$ cat src/rtl/lock_pkg.sv
// Shared types and constants for the switch-code combination lock.
package lock_pkg;

    localparam int unsigned DIGIT_W       = 4;
    localparam int unsigned LED_W         = 8;
    localparam int unsigned IDX_W         = 2;
    localparam int unsigned FAIL_W        = 2;
    localparam int unsigned LED_BIT_W     = 3;
    localparam int unsigned LED_PROG_BASE = 2;

    localparam logic [DIGIT_W-1:0] NEUTRAL     = 4'hF;
    localparam logic [LED_W-1:0]   LED_OPEN    = 8'hFF;
    localparam logic [LED_W-1:0]   LED_LOCKOUT = 8'h01;
    localparam logic [LED_W-1:0]   LED_PROG    = 8'h80;

    typedef logic [DIGIT_W-1:0] digit_t;

    typedef enum logic [2:0] {
        S_IDLE     = 3'd0,
        S_HELD     = 3'd1,
        S_OPEN     = 3'd2,
        S_PROG     = 3'd3,
        S_LOCKOUT  = 3'd4,
        S_WAIT_REL = 3'd5
    } state_t;

endpackage

$ cat src/rtl/lock_press_detect.sv
// Edge detector for the switch bank: one-cycle press/release pulses relative to neutral.
module lock_press_detect
    import lock_pkg::*;
(
    input  logic   i_clk,
    input  logic   i_rst_n,
    input  digit_t i_switch,
    output logic   press_c,
    output logic   release_c,
    output digit_t value_c
);

    digit_t sw_q;

    always_ff @(posedge i_clk) begin
        if (!i_rst_n) begin
            sw_q <= NEUTRAL;
        end else begin
            sw_q <= i_switch;
        end
    end

    // Changes between two non-neutral values are neither press nor release.
    always_comb begin
        press_c   = (sw_q == NEUTRAL) && (i_switch != NEUTRAL);
        release_c = (sw_q != NEUTRAL) && (i_switch == NEUTRAL);
        value_c   = i_switch;
    end

endmodule

$ cat src/rtl/lock_attempt_controller.sv
// Combination-lock supervisor: digit entry, attempt comparison, lockout timing and
// code reprogramming, driving the board LEDs.
module lock_attempt_controller
    import lock_pkg::*;
#(
    parameter int unsigned CODE_LEN       = 4,
    parameter int unsigned MAX_FAILS      = 3,
    parameter int unsigned LOCKOUT_CYCLES = 50000,
    parameter logic [15:0] DEFAULT_CODE   = 16'h7BDE
) (
    input  logic             i_clk,
    input  logic             i_rst_n,
    input  logic [3:0]       i_switch,
    input  logic             i_prog,
    output logic [LED_W-1:0] o_led,
    output logic             o_unlocked,
    output logic             o_locked_out,
    output logic [1:0]       o_fail_cnt
);

    localparam int unsigned TIMER_W    = (LOCKOUT_CYCLES > 2) ? $clog2(LOCKOUT_CYCLES) : 1;
    localparam int unsigned FAIL_EXT_W = FAIL_W + 1;

    localparam logic [IDX_W-1:0]      LAST_IDX    = IDX_W'(CODE_LEN - 1);
    localparam logic [FAIL_EXT_W-1:0] FAIL_LIMIT  = FAIL_EXT_W'(MAX_FAILS);
    localparam logic [TIMER_W-1:0]    TIMER_START = TIMER_W'(LOCKOUT_CYCLES - 1);

    state_t                state_q;
    digit_t                code_q   [CODE_LEN];
    digit_t                shadow_q [CODE_LEN];
    logic [IDX_W-1:0]      idx_q;
    logic                  err_q;
    logic                  prog_held_q;
    logic [FAIL_W-1:0]     fail_q;
    logic [TIMER_W-1:0]    timer_q;
    logic [LED_W-1:0]      led_q;
    logic                  unlocked_q;
    logic                  locked_out_q;

    logic                  press_c;
    logic                  release_c;
    digit_t                value_c;
    logic                  digit_bad_c;
    logic [LED_BIT_W-1:0]  led_bit_c;
    logic [FAIL_EXT_W-1:0] fail_next_c;

    lock_press_detect u_press_detect (
        .i_clk     (i_clk),
        .i_rst_n   (i_rst_n),
        .i_switch  (i_switch),
        .press_c   (press_c),
        .release_c (release_c),
        .value_c   (value_c)
    );

    always_comb begin
        digit_bad_c = (value_c != code_q[idx_q]);
        led_bit_c   = LED_BIT_W'(LED_PROG_BASE) + LED_BIT_W'(idx_q);
        fail_next_c = FAIL_EXT_W'(fail_q) + FAIL_EXT_W'(1);
    end

    always_ff @(posedge i_clk) begin
        if (!i_rst_n) begin
            state_q      <= S_IDLE;
            idx_q        <= '0;
            err_q        <= 1'b0;
            prog_held_q  <= 1'b0;
            fail_q       <= '0;
            timer_q      <= '0;
            led_q        <= '0;
            unlocked_q   <= 1'b0;
            locked_out_q <= 1'b0;
            for (int k = 0; k < CODE_LEN; k++) begin
                code_q[k]   <= DEFAULT_CODE[4*k +: 4];
                shadow_q[k] <= NEUTRAL;
            end
        end else begin
            case (state_q)
                S_IDLE: begin
                    if (press_c) begin
                        err_q   <= err_q | digit_bad_c;
                        state_q <= S_HELD;
                    end
                end

                // Verdict is withheld until the last digit so a wrong digit is never revealed early.
                S_HELD: begin
                    if (release_c) begin
                        if (idx_q != LAST_IDX) begin
                            led_q[led_bit_c] <= 1'b1;
                            idx_q            <= idx_q + IDX_W'(1);
                            state_q          <= S_IDLE;
                        end else begin
                            idx_q <= '0;
                            err_q <= 1'b0;
                            if (!err_q) begin
                                state_q    <= S_OPEN;
                                fail_q     <= '0;
                                led_q      <= LED_OPEN;
                                unlocked_q <= 1'b1;
                            end else if (fail_next_c == FAIL_LIMIT) begin
                                state_q      <= S_LOCKOUT;
                                timer_q      <= TIMER_START;
                                fail_q       <= FAIL_W'(MAX_FAILS);
                                led_q        <= LED_LOCKOUT;
                                locked_out_q <= 1'b1;
                            end else begin
                                state_q <= S_IDLE;
                                fail_q  <= fail_q + FAIL_W'(1);
                                led_q   <= '0;
                            end
                        end
                    end
                end

                S_OPEN: begin
                    if (i_prog) begin
                        state_q     <= S_PROG;
                        idx_q       <= '0;
                        prog_held_q <= 1'b0;
                        led_q       <= LED_PROG;
                        unlocked_q  <= 1'b0;
                    end else if (press_c) begin
                        state_q    <= S_WAIT_REL;
                        led_q      <= '0;
                        unlocked_q <= 1'b0;
                    end
                end

                // A release only counts if its press was captured here, so a press
                // discarded on entry cannot advance the programming index.
                S_PROG: begin
                    if (press_c && !prog_held_q) begin
                        shadow_q[idx_q] <= value_c;
                        prog_held_q     <= 1'b1;
                    end else if (release_c && prog_held_q) begin
                        prog_held_q <= 1'b0;
                        if (idx_q != LAST_IDX) begin
                            led_q[led_bit_c] <= 1'b1;
                            idx_q            <= idx_q + IDX_W'(1);
                        end else begin
                            for (int k = 0; k < CODE_LEN; k++) begin
                                code_q[k] <= shadow_q[k];
                            end
                            idx_q   <= '0;
                            led_q   <= '0;
                            state_q <= S_IDLE;
                        end
                    end
                end

                S_LOCKOUT: begin
                    if (timer_q == '0) begin
                        fail_q       <= '0;
                        led_q        <= '0;
                        locked_out_q <= 1'b0;
                        state_q      <= (i_switch == NEUTRAL) ? S_IDLE : S_WAIT_REL;
                    end else begin
                        timer_q <= timer_q - TIMER_W'(1);
                    end
                end

                S_WAIT_REL: begin
                    if (i_switch == NEUTRAL) begin
                        state_q <= S_IDLE;
                        idx_q   <= '0;
                        err_q   <= 1'b0;
                        led_q   <= '0;
                    end
                end

                default: begin
                    state_q      <= S_IDLE;
                    idx_q        <= '0;
                    err_q        <= 1'b0;
                    prog_held_q  <= 1'b0;
                    led_q        <= '0;
                    unlocked_q   <= 1'b0;
                    locked_out_q <= 1'b0;
                end
            endcase
        end
    end

    assign o_led        = led_q;
    assign o_unlocked   = unlocked_q;
    assign o_locked_out = locked_out_q;
    assign o_fail_cnt   = fail_q;

endmodule

$ cat config.mk
export PLATFORM = sky130hd
export DESIGN_NAME = lock_attempt_controller
export DESIGN_NICKNAME = d
export VERILOG_FILES = /design/src/rtl/lock_pkg.sv /design/src/rtl/lock_press_detect.sv /design/src/rtl/lock_attempt_controller.sv
export SDC_FILE = /design/constraint.sdc
export NUM_CORES = 1
export LEC_CHECK = 0
export BUFFER_PORTS_ARGS = -buffer_cell sky130_fd_sc_hd__buf_4
export CAP_MARGIN = 15
export CORE_UTILIZATION = 25
export DETAILED_ROUTE_END_ITERATION = 7
export PLACE_DENSITY = 0.48
export SLEW_MARGIN = 10
export SYNTH_ARGS = -nofsm -noshare
export SYNTH_HDL_FRONTEND = slang
export SYNTH_SLANG_ARGS = --single-unit
$ cat constraint.sdc
create_clock -name i_clk -period 3.4 [get_ports i_clk]
set_input_delay 0.68 -clock i_clk [delete_from_list [all_inputs] [get_ports i_clk]]
set_output_delay 0.68 -clock i_clk [all_outputs]
set_load 0.05 [all_outputs]
== After elaboration in Yosys (flattened, before gate mapping) ==
Memory sizes are Yosys's and may differ from the RTL's. A register that Yosys moved wholly into a read port is not among the register bits.
Index checks and enable logic that the tools add are counted.
Word-level totals
  bits in registers: 39
  latch bits: 0
  memory bits (writable): 32
  ROM bits: 0
  bits of input ports: 7
  output and inout port bits: 12
  logic and storage cells: 170
  memories kept: 2
Memory list
  code_q: words 4, bits a word 4, read ports 1, clocked after memory_dff 1, write ports 4, RTL line lock_attempt_controller.sv:29  | digit_t code_q [CODE_LEN];
  shadow_q: words 4, bits a word 4, read ports 4, clocked after memory_dff 0, write ports 4, RTL line lock_attempt_controller.sv:30  | digit_t shadow_q [CODE_LEN];
Operators by class
  $add $sub $neg: 5
  $mul: 0
  divide/modulo/power cells: 0
  $lt $le $gt $ge: 2
  equality and inequality tests: 27
  shifts and indexed selects: 0
  muxes and demuxes: 88
  bitwise operators: 12
  reductions and logical operators: 24
Operator list (count)
  2-to-1 mux 16 bit: 5
  2-to-1 mux 8 bit: 10
  one-hot mux 8 bit (6 select lines): 1
  2-to-1 mux 3 bit: 13
  one-hot mux 16 bit (2 select lines): 1
  2-to-1 mux 1 bit: 31
  2-to-1 mux 2 bit: 14
  inequality test 2 bit, second input constant: 14
  2-to-1 mux 4 bit: 5
  one-hot mux 3 bit (6 select lines): 1
  AND reduction 6 bit: 3
  logical NOT 16 bit: 1
  OR reduction 4 bit: 4
  subtractor 16 x 1 -> 16 bit, second input constant: 1
  one-hot mux 2 bit (5 select lines): 1
  AND reduction 5 bit: 2
  equality test 3 x 2 -> 1 bit, second input constant: 3
  one-hot mux 1 bit (3 select lines): 3
  equality test 4 bit, second input constant: 2
  inequality test 4 bit, second input constant: 2
  OR 8 bit: 1
  AND reduction 8 bit: 1
  AND reduction 7 bit: 1
  equality test 3 bit, second input constant: 2
  21 further kinds: 36

== Logic depth before layout (Yosys ltp) ==
  depth in word-level cells: 10
  mapped depth: 9
  gate-level depth less buffers: 7

== Modules after synthesis ==
Synthesis repeated with hierarchy kept, for this count alone.
Second synthesis, totals
  cells, all modules: 355
  area total of the unflattened synthesis: 3537.1 um^2
By module, submodules not included
  lock_attempt_controller: instances 1, cells each 339, area each 3377.0 um^2, seq. area each 1701.6 um^2
  lock_press_detect: instances 1, cells each 16, area each 160.2 um^2, seq. area each 80.1 um^2

== Least setup slack after synthesis ==
Ideal clock, no wire load.
  path type: input-to-reg
  start: in i_rst_n
  end: mem shadow_q[2][0] in the netlist's numbering, enable pin
  library setup time: 0.310 ns
  arrival time: 2.161 ns
  required time: 3.090 ns
  slack: 0.929 ns
  stages on the path: 6
  buffers on the path: 2
  cells stage by stage: clkbuf_1 inv_1 or4_1 clkbuf_1 nor3_1 nand2b_1
RTL lines
  start: declaration: RTL line lock_attempt_controller.sv:12  | input logic i_rst_n,
  end: declaration: RTL line lock_attempt_controller.sv:30

==> impl_summary.txt <==
----------------------------------------------------
[Outcome]
  Outcome ... completed

[Clock tree]
  Clk buf depth ... 2
  Total number of H-tree levels ... 3
  Clock sinks ... 73
  CTS Hold Buffers Added ... 0
  TritonCTS clock tree ... built
  Post-CTS setup buffer count ... 0
  Clk pin slew, worst setup/hold paths ... 0.06 ns
  Clock latency of the later-clocked register in the worst-skew pair ... 0.33 ns
  Num CTS Buffers ... 9
  Buffer cell driving the clock tree root ... sky130_fd_sc_hd__clkbuf_16
  PostCTS Resize Cnt ... 0

[Finish]
  Growth of design area from synthesis to finish ... 18.3%
  Antenna diode count ... 0
  Fillers ... 1,427
  Fraction of final layout cells with drive strength greater than 1 ... 20.4%
  Final nets ... 369
  Cell area after layout ... 4210 um^2
  Number of standard cells in the final layout excluding fillers ... 542

[Worst setup path]
  Crit Path Class ... reg -> reg
  Setup slack, reg-to-reg ... 0.82 ns
  CP arrival ... 2.60 ns
  Startpoint of the most critical setup path ... state_q[1]
  Startpoint of the lowest-slack register-to-register path ... state_q[1]
  Critical register-to-register path endpoint ... shadow_q[0][2]
  Critical path's largest stage delay ... 0.68 ns
  CP max-delay cell ... sky130_fd_sc_hd__dfxtp_1
  Category of the worst setup path launch point ... flip-flop
  Worst setup path end ... shadow_q[0][2]
  WP depth ... 4
  Critical Path RT ... 3.42 ns
  Critical path, cell by cell ... nand3b_1, or4_1, nor3_1, nand2b_1
  Cell depth of the worst flop-to-flop path ... 4
  Category of the worst setup path capture point ... flip-flop
  Cell type group with the largest total delay on the critical path ... simple AND/OR/NAND/NOR gates
  Count of buffer and inverter cells on the critical path ... 0
  Highest fanout seen on the critical path ... 16

[Drt]
  Remaining number of nets flagged by the antenna check after routing ... 0
  Routed vias/inst ... 4.81
  Via count ... 2,608
  Wire length per cell after detailed routing ... 15.5 um
  Wire length on met1 ... 3690 um
  Detailed-route wire length ... 8380 um
  Pre-Repair DR Iteration Count ... 4
  Met3 wire length ... 366 um
  Remaining DRCs ... 0
  Number of DRC markers after the initial detailed-route iteration ... 218
  Met2 WL ... 4210 um
  Top metal layer carrying routed signals ... met4

[Pwr]
  Ratio of total power to cell area ... 856 nW/um^2
  Fraction of power spent switching nets ... 37.6%
  Sw Pwr ... 1.36 mW
  Share of total power in sequential cells ... 32.5%
  Worst vdd ir ... 335 uV
  Leakage ... 1.38 nW
  Internal Dissipation ... 2.25 mW
  Logic pwr share ... 38.7%
  Clock share of power ... 28.7%

[Global route]
  All-Layer GR Usage ... 12.2%
  Maximum number of pins on one net before global-route repair ... 29
  Wire length of the first global-routing pass ... 13,400 um
  Number of antenna violations at the first check in global routing ... 0
  Gr ovfl total ... 0
  Via count of the first global-routing pass ... 2,593

[Yosys]
  Area fraction of the dominant cell type after synthesis ... 27.0%
  Main flop type after synthesis ... sky130_fd_sc_hd__dfxtp_1
  Count of flip-flops with a built-in enable after synthesis ... 32
  Sequential-to-total area share from yosys stat ... 50.0%
  Post-synthesis cell count ... 340
  Post-synth ARST share ... 0%
  Synth Cell Area ... 3560 um^2
  Dominant cell by count in the synthesized netlist ... sky130_fd_sc_hd__dfxtp_1
  Commonest cells post-synth ... 41 x sky130_fd_sc_hd__dfxtp_1, 32 x sky130_fd_sc_hd__edfxtp_1, 23 x sky130_fd_sc_hd__nand2b_1, 20 x sky130_fd_sc_hd__nand2_1, 19 x sky130_fd_sc_hd__or2_2
  Unique masters post-synth ... 57
  Seq cells post-synth ... 73
  Dominant cell type by area after synthesis ... sky130_fd_sc_hd__edfxtp_1
  Nets in the synthesized netlist ... 352
  Synth Area per Inst ... 10.5 um^2
  Most area-consuming cells after synthesis ... sky130_fd_sc_hd__edfxtp_1 27%, sky130_fd_sc_hd__dfxtp_1 23%, sky130_fd_sc_hd__nand2b_1 4.0%
  Count of synthesis-stage warnings from yosys ... 0

[Floorplanning]
  Placement Rows ... 43
  Initial cell density of the core ... 25.7%
  I/O pins ... 19
  Total die area ... 14,700 um^2
  Area of the core region ... 13,900 um^2
  Die width ... 121 um
  Die extent in y ... 121 um

[STA]
  Setup TNS Final ... 0 ns
  Crit share post-route ... 75.8%
  Number of pins with negative max-slew slack in the final report ... 0
  Worst-case headroom to the max-slew limit ... 30.4%
  Setup-violating endpoint count in the final report ... 0
  Final worst clock skew ... 0.00883 ns
  Fmax achieved ... 388 MHz
  RSZ-0062 raised after global routing ... false
  Count of final hold-check violations ... 0
  Final Critical Period ... 2.58 ns
  Worst slew pin tran ... 1.04 ns

[Place]
  Total placed cells including tap cells ... 526
  Dpl cell area ... 3880 um^2
  Post-detail-place hpwl ... 5870 um
  Number of port buffers ... 18
  Routability Congestion ... 0.768

[Min path]
  Worst min path class ... reg -> reg
  Cells on Worst Hold Path ... 2

[Flow run]
  Number of max-cap violations ... 0

----------------------------------------------------
-- placed cells by master (no fill, tap or decap), drive strengths merged, types with 11 or more instances in the layout --
| cell | synthesis | layout |
|---|---|---|
| dfxtp | 41 | 41 |
| nor3 | 11 | 11 |
| a21oi | 18 | 18 |
| buf | 3 | 25 |
| clkbuf | 16 | 11 |
| nand2b | 23 | 23 |
| nand2 | 20 | 20 |
| edfxtp | 32 | 32 |
| nor2 | 17 | 17 |
| or2 | 19 | 19 |
| inv | 11 | 11 |
| xor2 | 14 | 14 |
-- per-stage QoR --
stage          worst slack, ns  hold WS (ns)  util, %  power (mW)
6_report                 0.824         0.464     30.3        3.61
5_1_grt                  0.590         0.505     30.3        3.85
4_1_cts                  0.796         0.468     30.3        3.64
3_5_place_dp             0.423         0.457     28.0        2.58
3_3_place_gp             0.458         0.449     28.0        2.58
2_1_floorplan            0.929         0.446        -        2.46
-- power by group through the flow --
| stage | logic [mW] | clock network (mW) | registers [mW] |
|---|---|---|---|
| 5_1_grt | 1.56 | 1.10 | 1.19 |
| 4_1_cts | 1.40 | 1.07 | 1.17 |
| 2_1_floorplan | 1.30 | 0 | 1.15 |
| 3_5_place_dp | 1.39 | 0 | 1.19 |
| 6_report | 1.40 | 1.04 | 1.17 |
| 3_3_place_gp | 1.38 | 0 | 1.19 |
-- state kept, by name (all words and copies together), names as in the netlist, named ones only --
register and flops:
timer_q 16, err_q 1, o_unlocked 1, u_press_detect.sw_q 4
shadow_q 16, prog_held_q 1, idx_q 2, o_fail_cnt 2
state_q 3, code_q 16, o_locked_out 1, o_led 8
-- cells by family after synthesis --
family	after synthesis	share of synthesized area, %
xor+xnor	14	3.44
mux	10	4.25
compound gates	69	13.8
buf+inv	30	3.79
fa+ha+maj	5	1.76
flops	73	50.0
simple gates	139	22.9
-- final cells by class --
cell class / count / area [um^2] / share of cell area, %
clock buffers: 11 / 254 / 6.03
clock inverters: 5 / 77.6 / 1.84
inverters: 11 / 41.3 / 0.980
multi-input cells: 237 / 1650 / 39.1
flip-flops and latches: 73 / 1780 / 42.3
well taps: 180 / 225 / 5.35
repair buffers: 25 / 188 / 4.46
-- worst reg2reg max path: cells and delay by family, from the launching register on --
kind             cells  cell delay (ns)
AND/OR/NAND/NOR      4             1.60
flip-flops           1             0.68
-- worst min-delay path by stage --
| stage | from | to |
|---|---|---|
| floorplan | timer_q[12] | timer_q[12] |
| global route | timer_q[12] | timer_q[12] |
| detailed placement | o_led[5] | o_led[5] |
| CTS | o_led[5] | o_led[5] |
| global placement | o_led[6] | o_led[6] |
| finish | o_led[5] | o_led[5] |
-- routing by layer --
metal | vias up | track usage (%)
met2 | 59 | 20.1
met4 | 0 | 4.78
met3 | 6 | 2.77
li1 | 1291 | -
met5 | - | 0
met1 | 1252 | 15.2
(Power assumes the default switching activity.)
